--- config.mk ---
export PLATFORM = sky130hd
export DESIGN_NAME = mac_array_ctrl_flat
export DESIGN_NICKNAME = d
export VERILOG_FILES = /design/src/rtl/mac_array_ctrl_if.sv /design/src/rtl/mac_array_ctrl.sv /design/src/flat_wrapper.sv
export SDC_FILE = /design/constraint.sdc
export NUM_CORES = 1
export LEC_CHECK = 0
export ABC_AREA = 1
export BUFFER_PORTS_ARGS = -buffer_cell sky130_fd_sc_hd__buf_2
export CAP_MARGIN = 20
export CORE_MARGIN = 2
export CORE_UTILIZATION = 45
export CTS_CLUSTER_SIZE = 8
export DETAILED_ROUTE_END_ITERATION = 12
export GPL_TIMING_DRIVEN = 1
export HOLD_SLACK_MARGIN = 0.12
export PLACE_DENSITY = 0.67
export SLEW_MARGIN = 15
export SYNTH_ARGS = -nofsm -noshare
export SYNTH_HDL_FRONTEND = slang
export SYNTH_SLANG_ARGS = --single-unit
--- constraint.sdc ---
create_clock -name clk -period 2.1 [get_ports clk]
set_clock_uncertainty 0.1 [all_clocks]
set_input_delay 0 -clock clk [delete_from_list [all_inputs] [get_ports clk]]
set_output_delay 0 -clock clk [all_outputs]
set_load 0.03 [all_outputs]
--- src/rtl/mac_array_ctrl_if.sv ---
// Control/status bundle between the MAC array sequencer and its surroundings.
// slave: sequencer side; master: the side that issues tiles and owns the SRAM/L0/array.
interface mac_array_ctrl_if #(
  parameter int addr_bw = 11,
  parameter int len_bw  = 8
);
  logic               start;
  logic [len_bw-1:0]  cfg_len;
  logic [addr_bw-1:0] cfg_act_base;
  logic               out_valid;
  logic               sram_cen;
  logic [addr_bw-1:0] sram_addr;
  logic               l0_wr;
  logic               l0_rd;
  logic [1:0]         inst_w;
  logic               busy;
  logic               done;

  modport master (
    output start, cfg_len, cfg_act_base, out_valid,
    input  sram_cen, sram_addr, l0_wr, l0_rd, inst_w, busy, done
  );

  modport slave (
    input  start, cfg_len, cfg_act_base, out_valid,
    output sram_cen, sram_addr, l0_wr, l0_rd, inst_w, busy, done
  );
endinterface

--- src/rtl/mac_array_ctrl.sv ---
// Tile sequencer for the MAC array: kernel load, settle gap, execute, drain, done pulse.
// SRAM read at t gives l0_wr at t+1, l0_rd at t+2, inst_w at t+3; no backpressure, out_valid only counted.
module mac_array_ctrl #(
  parameter int col     = 8,
  parameter int row     = 8,
  parameter int addr_bw = 11,
  parameter int len_bw  = 8,
  parameter int kgap    = 8
) (
  input  logic             clk,
  input  logic             reset,
  mac_array_ctrl_if.slave  bus
);

  typedef enum logic [2:0] {
    IDLE  = 3'd0,
    KLOAD = 3'd1,
    KGAP  = 3'd2,
    EXEC  = 3'd3,
    DRAIN = 3'd4,
    DONE  = 3'd5
  } state_t;

  localparam int maxc = (col > kgap) ? col : kgap;
  localparam int cw   = $clog2(maxc + (1 << len_bw) + 1);

  if (col < 1 || kgap < 1 || row < 1) begin : g_bad_param
    $error("mac_array_ctrl: col, row and kgap must be at least 1");
  end

  state_t             state;
  state_t             state_nxt;
  logic [cw-1:0]      cnt;
  logic [cw-1:0]      cnt_nxt;
  logic [cw-1:0]      cnt_inc;
  logic [len_bw-1:0]  len_q;
  logic [len_bw-1:0]  len_nxt;
  logic [len_bw-1:0]  out_cnt;
  logic [addr_bw-1:0] base_q;
  logic [addr_bw-1:0] base_nxt;
  logic [addr_bw-1:0] addr_nxt;
  logic               cen_nxt;
  logic               kind_nxt;
  logic               out_cnt_clr;
  logic               out_cnt_en;
  logic               busy_nxt;
  logic               done_nxt;
  // Issue-kind tag travelling alongside each stage: 0 = kernel load, 1 = execute.
  logic               iss_kind;
  logic               wr_kind;
  logic               rd_kind;

  assign cnt_inc = cnt + cw'(1);

  always_comb begin
    state_nxt   = state;
    cnt_nxt     = cnt;
    len_nxt     = len_q;
    base_nxt    = base_q;
    cen_nxt     = 1'b1;
    addr_nxt    = '0;
    kind_nxt    = 1'b0;
    out_cnt_clr = 1'b0;
    case (state)
      IDLE: begin
        if (bus.start) begin
          state_nxt   = KLOAD;
          cnt_nxt     = '0;
          len_nxt     = bus.cfg_len;
          base_nxt    = bus.cfg_act_base;
          out_cnt_clr = 1'b1;
          cen_nxt     = 1'b0;
        end
      end
      KLOAD: begin
        if (cnt == cw'(col - 1)) begin
          state_nxt = KGAP;
          cnt_nxt   = '0;
        end else begin
          cnt_nxt  = cnt_inc;
          cen_nxt  = 1'b0;
          addr_nxt = addr_bw'(cnt_inc);
        end
      end
      KGAP: begin
        if (cnt == cw'(kgap - 1)) begin
          cnt_nxt = '0;
          if (len_q == '0) begin
            state_nxt = DRAIN;
          end else begin
            state_nxt = EXEC;
            cen_nxt   = 1'b0;
            addr_nxt  = base_q;
            kind_nxt  = 1'b1;
          end
        end else begin
          cnt_nxt = cnt_inc;
        end
      end
      EXEC: begin
        if (cnt_inc == cw'(len_q)) begin
          state_nxt = DRAIN;
          cnt_nxt   = '0;
        end else begin
          cnt_nxt  = cnt_inc;
          cen_nxt  = 1'b0;
          addr_nxt = base_q + addr_bw'(cnt_inc);
          kind_nxt = 1'b1;
        end
      end
      DRAIN: begin
        if (out_cnt == len_q) state_nxt = DONE;
      end
      DONE: begin
        state_nxt = IDLE;
      end
      default: begin
        state_nxt = IDLE;
      end
    endcase
    busy_nxt = (state_nxt == KLOAD) || (state_nxt == KGAP) ||
               (state_nxt == EXEC)  || (state_nxt == DRAIN);
    done_nxt = (state_nxt == DONE);
  end

  // Results only arrive once activations are streaming; pulses past cfg_len are dropped.
  assign out_cnt_en = ((state == EXEC) || (state == DRAIN)) && bus.out_valid &&
                      (out_cnt != len_q);

  always_ff @(posedge clk) begin
    if (reset) begin
      state         <= IDLE;
      cnt           <= '0;
      len_q         <= '0;
      base_q        <= '0;
      out_cnt       <= '0;
      bus.sram_cen  <= 1'b1;
      bus.sram_addr <= '0;
      iss_kind      <= 1'b0;
      bus.l0_wr     <= 1'b0;
      wr_kind       <= 1'b0;
      bus.l0_rd     <= 1'b0;
      rd_kind       <= 1'b0;
      bus.inst_w    <= 2'b00;
      bus.busy      <= 1'b0;
      bus.done      <= 1'b0;
    end else begin
      state         <= state_nxt;
      cnt           <= cnt_nxt;
      len_q         <= len_nxt;
      base_q        <= base_nxt;
      if (out_cnt_clr) begin
        out_cnt <= '0;
      end else if (out_cnt_en) begin
        out_cnt <= out_cnt + len_bw'(1);
      end
      bus.sram_cen  <= cen_nxt;
      bus.sram_addr <= addr_nxt;
      iss_kind      <= kind_nxt;
      bus.l0_wr     <= ~bus.sram_cen;
      wr_kind       <= iss_kind;
      bus.l0_rd     <= bus.l0_wr;
      rd_kind       <= wr_kind;
      bus.inst_w    <= bus.l0_rd ? (rd_kind ? 2'b10 : 2'b01) : 2'b00;
      bus.busy      <= busy_nxt;
      bus.done      <= done_nxt;
    end
  end

endmodule

--- src/flat_wrapper.sv ---
// flat-port wrapper written by rule: the top's interface ports become plain ports
module mac_array_ctrl_flat 
#(
  parameter int col     = 8,
  parameter int row     = 8,
  parameter int addr_bw = 11,
  parameter int len_bw  = 8,
  parameter int kgap    = 8
)
  (clk, reset, bus_start, bus_cfg_len, bus_cfg_act_base, bus_out_valid, bus_sram_cen, bus_sram_addr, bus_l0_wr, bus_l0_rd, bus_inst_w, bus_busy, bus_done);
  mac_array_ctrl_if #(.addr_bw(addr_bw), .len_bw(len_bw)) bus_i ();
  input  logic clk;
  input  logic reset;
  input wire logic [$bits(bus_i.start)-1:0] bus_start;
  input wire logic [$bits(bus_i.cfg_len)-1:0] bus_cfg_len;
  input wire logic [$bits(bus_i.cfg_act_base)-1:0] bus_cfg_act_base;
  input wire logic [$bits(bus_i.out_valid)-1:0] bus_out_valid;
  output wire logic [$bits(bus_i.sram_cen)-1:0] bus_sram_cen;
  output wire logic [$bits(bus_i.sram_addr)-1:0] bus_sram_addr;
  output wire logic [$bits(bus_i.l0_wr)-1:0] bus_l0_wr;
  output wire logic [$bits(bus_i.l0_rd)-1:0] bus_l0_rd;
  output wire logic [$bits(bus_i.inst_w)-1:0] bus_inst_w;
  output wire logic [$bits(bus_i.busy)-1:0] bus_busy;
  output wire logic [$bits(bus_i.done)-1:0] bus_done;
  assign bus_i.start = bus_start;
  assign bus_i.cfg_len = bus_cfg_len;
  assign bus_i.cfg_act_base = bus_cfg_act_base;
  assign bus_i.out_valid = bus_out_valid;
  assign bus_sram_cen = bus_i.sram_cen;
  assign bus_sram_addr = bus_i.sram_addr;
  assign bus_l0_wr = bus_i.l0_wr;
  assign bus_l0_rd = bus_i.l0_rd;
  assign bus_inst_w = bus_i.inst_w;
  assign bus_busy = bus_i.busy;
  assign bus_done = bus_i.done;
  mac_array_ctrl #(.col(col), .row(row), .addr_bw(addr_bw), .len_bw(len_bw), .kgap(kgap)) u_core (.clk(clk), .reset(reset), .bus(bus_i));
endmodule
==> flow_summary_export.csv <==
group,metric,value,unit
sta,worstMarginPinSlew,581,ps
drt,route.detailed.drc,0,
final_layout,n_fill_cell,645,
yosys,yosysWarnings,0,
cts,cts_sinks,60,
pwr,ir_worst_vdd,0.000422,V
cts,insertion_delay,350,ps
worst_setup_path,cp.arrival,2260,ps
global_route,grt_max_degree,29,
drt,via_per_inst,5.08,
cts,clock_path_buffers,2,
yosys,async_flop_share,0,%
final_layout,drive_above_1_share,33.3,%
hold_path,min-delay-path-class,"in -> reg",
global_route,overflow,0,
outcome,outcome,"complete, but fails checks",
worst_setup_path,r2r_slack,-40,ps
worst_setup_path,worstPathRequired,2220,ps
sta,maxSlewViolCount,0,
global_route,grt_antenna_before_repair,0,
final_layout,final-seq-area,1220,um^2
die,io_pins,41,
sta,fmax,467,MHz
drt,routed_wl,10300,um
worst_setup_path,r2r-end,"u_core.bus.sram_addr[4]$_SDFF_PP0_",
yosys,synth_cells,490,
worst_setup_path,reg2reg_from,"u_core.cnt[3]$_SDFFE_PP0P_",
die,dieArea,8040,um^2
drt,via_count,3658,
job,maxCapViolations,0,
hold_path,hold_start,"bus_out_valid",
yosys,synth_edf_count,0,
sta,finalHoldViolations,0,
yosys,netlist_area,3300,um^2
die,chipWidth,89.7,um
yosys,yosys-top-cells-area,"dfxtp_1 (36%), nand2_1 (13%), inv_1 (7.7%), nor2_1 (6.5%), o21ai_0 (5.0%)",
yosys,synth_seq_cells,60,
yosys,synth_seq_area_share,36.3,%
cts,numCtsBuffers,9,
sta,setup_violations,2,
final_layout,n_antenna_cell,0,
hold_path,hold_path_end,"u_core.out_cnt[1]$_SDFFE_PP0P_",
placed_design,place.gp.congestion,0.891,
cts,clkSlewWorstSetupHoldPaths,70,ps
die,rows,31,
pwr,total_power,2.89,mW
final_layout,multi_input_area,2030,um^2
sta,setup_slack,-41.7,ps
yosys,syn-num-nets,525,
cts,cts_tree,"done",
global_route,grt_pass1_wl,16100,um
placed_design,dp.cells,677,
pwr,power.leakage,2.23,nW
drt,dr.pass1.iters,5,
yosys,avgSynthCellArea,6.74,um^2
worst_setup_path,reg2reg_depth,11,
final_layout,fin_util,67.1,%
sta,hold_ws,116,ps
placed_design,pre_cts_slack,-225,ps
yosys,yosysTopAreaCellShare,36.3,%
final_layout,area_growth_syn_to_layout,45.6,%
final_layout,fin_nets,652,
placed_design,port_buffers,40,
die,floorplan.initialDensity,46.1,%
sta,setup_tns,-71.1,ps
outcome,violations,"setup timing",
yosys,synth_ff_type,"dfxtp_1",
drt,drtAntennaViolNets,0,
die,core-area,7180,um^2
cts,cts-htree-levels,3,
global_route,first_global_vias,3281,
sta,relSlewSlack,61.2,%
placed_design,dpl-instance-area,4060,um^2
die,die_h,89.7,um
final_layout,final_area,4810,um^2
worst_setup_path,setup.worst_path.class,"reg -> reg",
sta,min_period,2140,ps
worst_setup_path,worst_setup_path_start_kind,"register",
worst_setup_path,crit_fanout,4,
pwr,p_per_area,601,nW/um^2
global_route,grt_use_total,26.8,%
sta,fin_crit_sh,102,%
placed_design,dp_hpwl,7480,um
yosys,synth_area_leader_cell,"dfxtp_1",
worst_setup_path,endpoint_kind,"register",
sta,grt_setup_unrepaired,"yes",
cts,root_buffer,"clkbuf_8",
drt,post_drt_wl_per_cell,14.2,um
yosys,yosysUniqueCellTypes,35,
drt,drtIter0Drc,153,
final_layout,layoutNonFillerInstCount,720,
hold_path,whs_path_depth,5,
[worst max-delay path by stage]
stage | start | to | slack (ps) | cells past startpoint
3_3_place_gp | u_core.cnt[1]$_SDFFE_PP0P_ | u_core.bus.sram_addr[5]$_SDFF_PP0_ | -270 | 13
6_report | u_core.cnt[3]$_SDFFE_PP0P_ | u_core.bus.sram_addr[4]$_SDFF_PP0_ | -40 | 11
3_5_place_dp | u_core.cnt[1]$_SDFFE_PP0P_ | u_core.bus.sram_addr[5]$_SDFF_PP0_ | -220 | 13
4_1_cts | u_core.cnt[0]$_SDFFE_PP0P_ | u_core.bus.sram_addr[10]$_SDFF_PP0_ | -7 | 12
2_1_floorplan | u_core.cnt[1]$_SDFFE_PP0P_ | u_core.bus.sram_addr[10]$_SDFF_PP0_ | 20 | 14
5_1_grt | u_core.cnt[6]$_SDFFE_PP0P_ | u_core.bus.sram_addr[10]$_SDFF_PP0_ | -150 | 15
[sequential cells by signal, summed over array words and instances (netlist names)]
signal                cells
u_core.len_q              8
u_core.cnt                9
u_core.bus.done           1
u_core.bus.sram_cen       1
u_core.bus.busy           1
u_core.state              3
u_core.rd_kind            1
u_core.bus.l0_rd          1
u_core.bus.inst_w         2
u_core.base_q            11
u_core.iss_kind           1
u_core.bus.sram_addr     11
u_core.out_cnt            8
u_core.bus.l0_wr          1
u_core.wr_kind            1
[synth_stat cells (6+ instances only)]
| master | n |
|---|---|
| a21oi_1 | 31 |
| inv_1 | 68 |
| nand3_1 | 27 |
| ha_1 | 11 |
| nand4_1 | 14 |
| nand2_2 | 6 |
| nand3_2 | 6 |
| o21ai_0 | 33 |
| clkbuf_1 | 7 |
| dfxtp_1 | 60 |
| nand2_1 | 118 |
| nor2_1 | 57 |
| a22oi_1 | 8 |
[routing by layer]
metal	global-route usage [%]	share of wire, %	vias up
li1	-	-	1832
met1	35.4	45	1688
met2	43.3	47	125
met3	5.76	5.5	13
met4	9.36	2.1	0
met5	0	0	-
[power breakdown]
| part | switching, mW | internal (mW) | leakage (nW) |
|---|---|---|---|
| registers | 0.0504 | 1.18 | 0.493 |
| clock network | 0.482 | 0.724 | 0.111 |
| logic | 0.252 | 0.206 | 1.62 |
| total | 0.784 | 2.11 | 2.23 |
[logic make-up after synthesis]
group                    count (synthesis)  synth area share, %
XOR/XNOR                                 4                 1.06
AO/OA/AOI/OAI                           88                 15.0
buffers and inverters                   84                 10.1
flip-flops                              60                 36.3
AND/OR/NAND/NOR                        242                 32.7
adder cells (fa/ha/maj)                 12                 4.77
[area by class of cell]
cell class / instances / share of cell area [%]
Clock inverter: 4 / 1.51
Clock buffer: 11 / 3.15
Tap cell: 99 / 2.57
Multi-Input combinational cell: 346 / 42.3
Inverter: 72 / 5.77
Sequential cell: 60 / 25.3
Timing Repair Buffer: 128 / 19.5
[worst max-delay path, cell delays in order (launching register included)]
cell     delay [ps]
dfxtp_4         350
buf_4           150
inv_1           130
nand2_1         100
nand2_2          90
ha_4            210
a21oi_2         210
o31ai_4         110
buf_4           150
or2_2           280
nand3_2          80
a21oi_2          60
[repair_timing]
action | 4_1_cts | 5_1_grt
setup endpoints to repair | 22 | 28
hold buffers | 21 | 0
endpoints found under the hold margin | 41 | 0
resized for setup | 40 | 32
buffers inserted | 3 | 4
pin swaps | 12 | 20
[cell usage in the layout (no fill, tap or decap), types with 2 or more instances in the layout]
| cell | synthesis | final |
|---|---|---|
| xnor2_1 | 4 | 4 |
| ha_1 | 11 | 3 |
| ha_4 | 0 | 8 |
| o21ai_1 | 4 | 5 |
| nor2_2 | 4 | 5 |
| dfxtp_1 | 60 | 54 |
| nor3_1 | 3 | 2 |
| dfxtp_4 | 0 | 3 |
| dlygate4sd3_1 | 0 | 21 |
| nand2_1 | 118 | 106 |
| nand3_1 | 27 | 23 |
| clkbuf_8 | 0 | 11 |
| buf_6 | 0 | 3 |
| buf_2 | 0 | 40 |
| nand4_1 | 14 | 14 |
| dfxtp_2 | 0 | 3 |
| inv_2 | 3 | 10 |
| bufinv_16 | 0 | 2 |
| nor2_4 | 2 | 6 |
| or2_2 | 2 | 2 |
| o21ai_0 | 33 | 30 |
| nand3_2 | 6 | 10 |
| nand2_2 | 6 | 15 |
| a22oi_1 | 8 | 8 |
| nor2_1 | 57 | 52 |
| nor3_2 | 1 | 2 |
| a21oi_2 | 5 | 10 |
| o21a_1 | 2 | 2 |
| nand2_4 | 1 | 4 |
| a21oi_1 | 31 | 26 |
| buf_4 | 1 | 63 |
| inv_1 | 68 | 60 |
No activity file was read; power rests on OpenSTA's default activity.
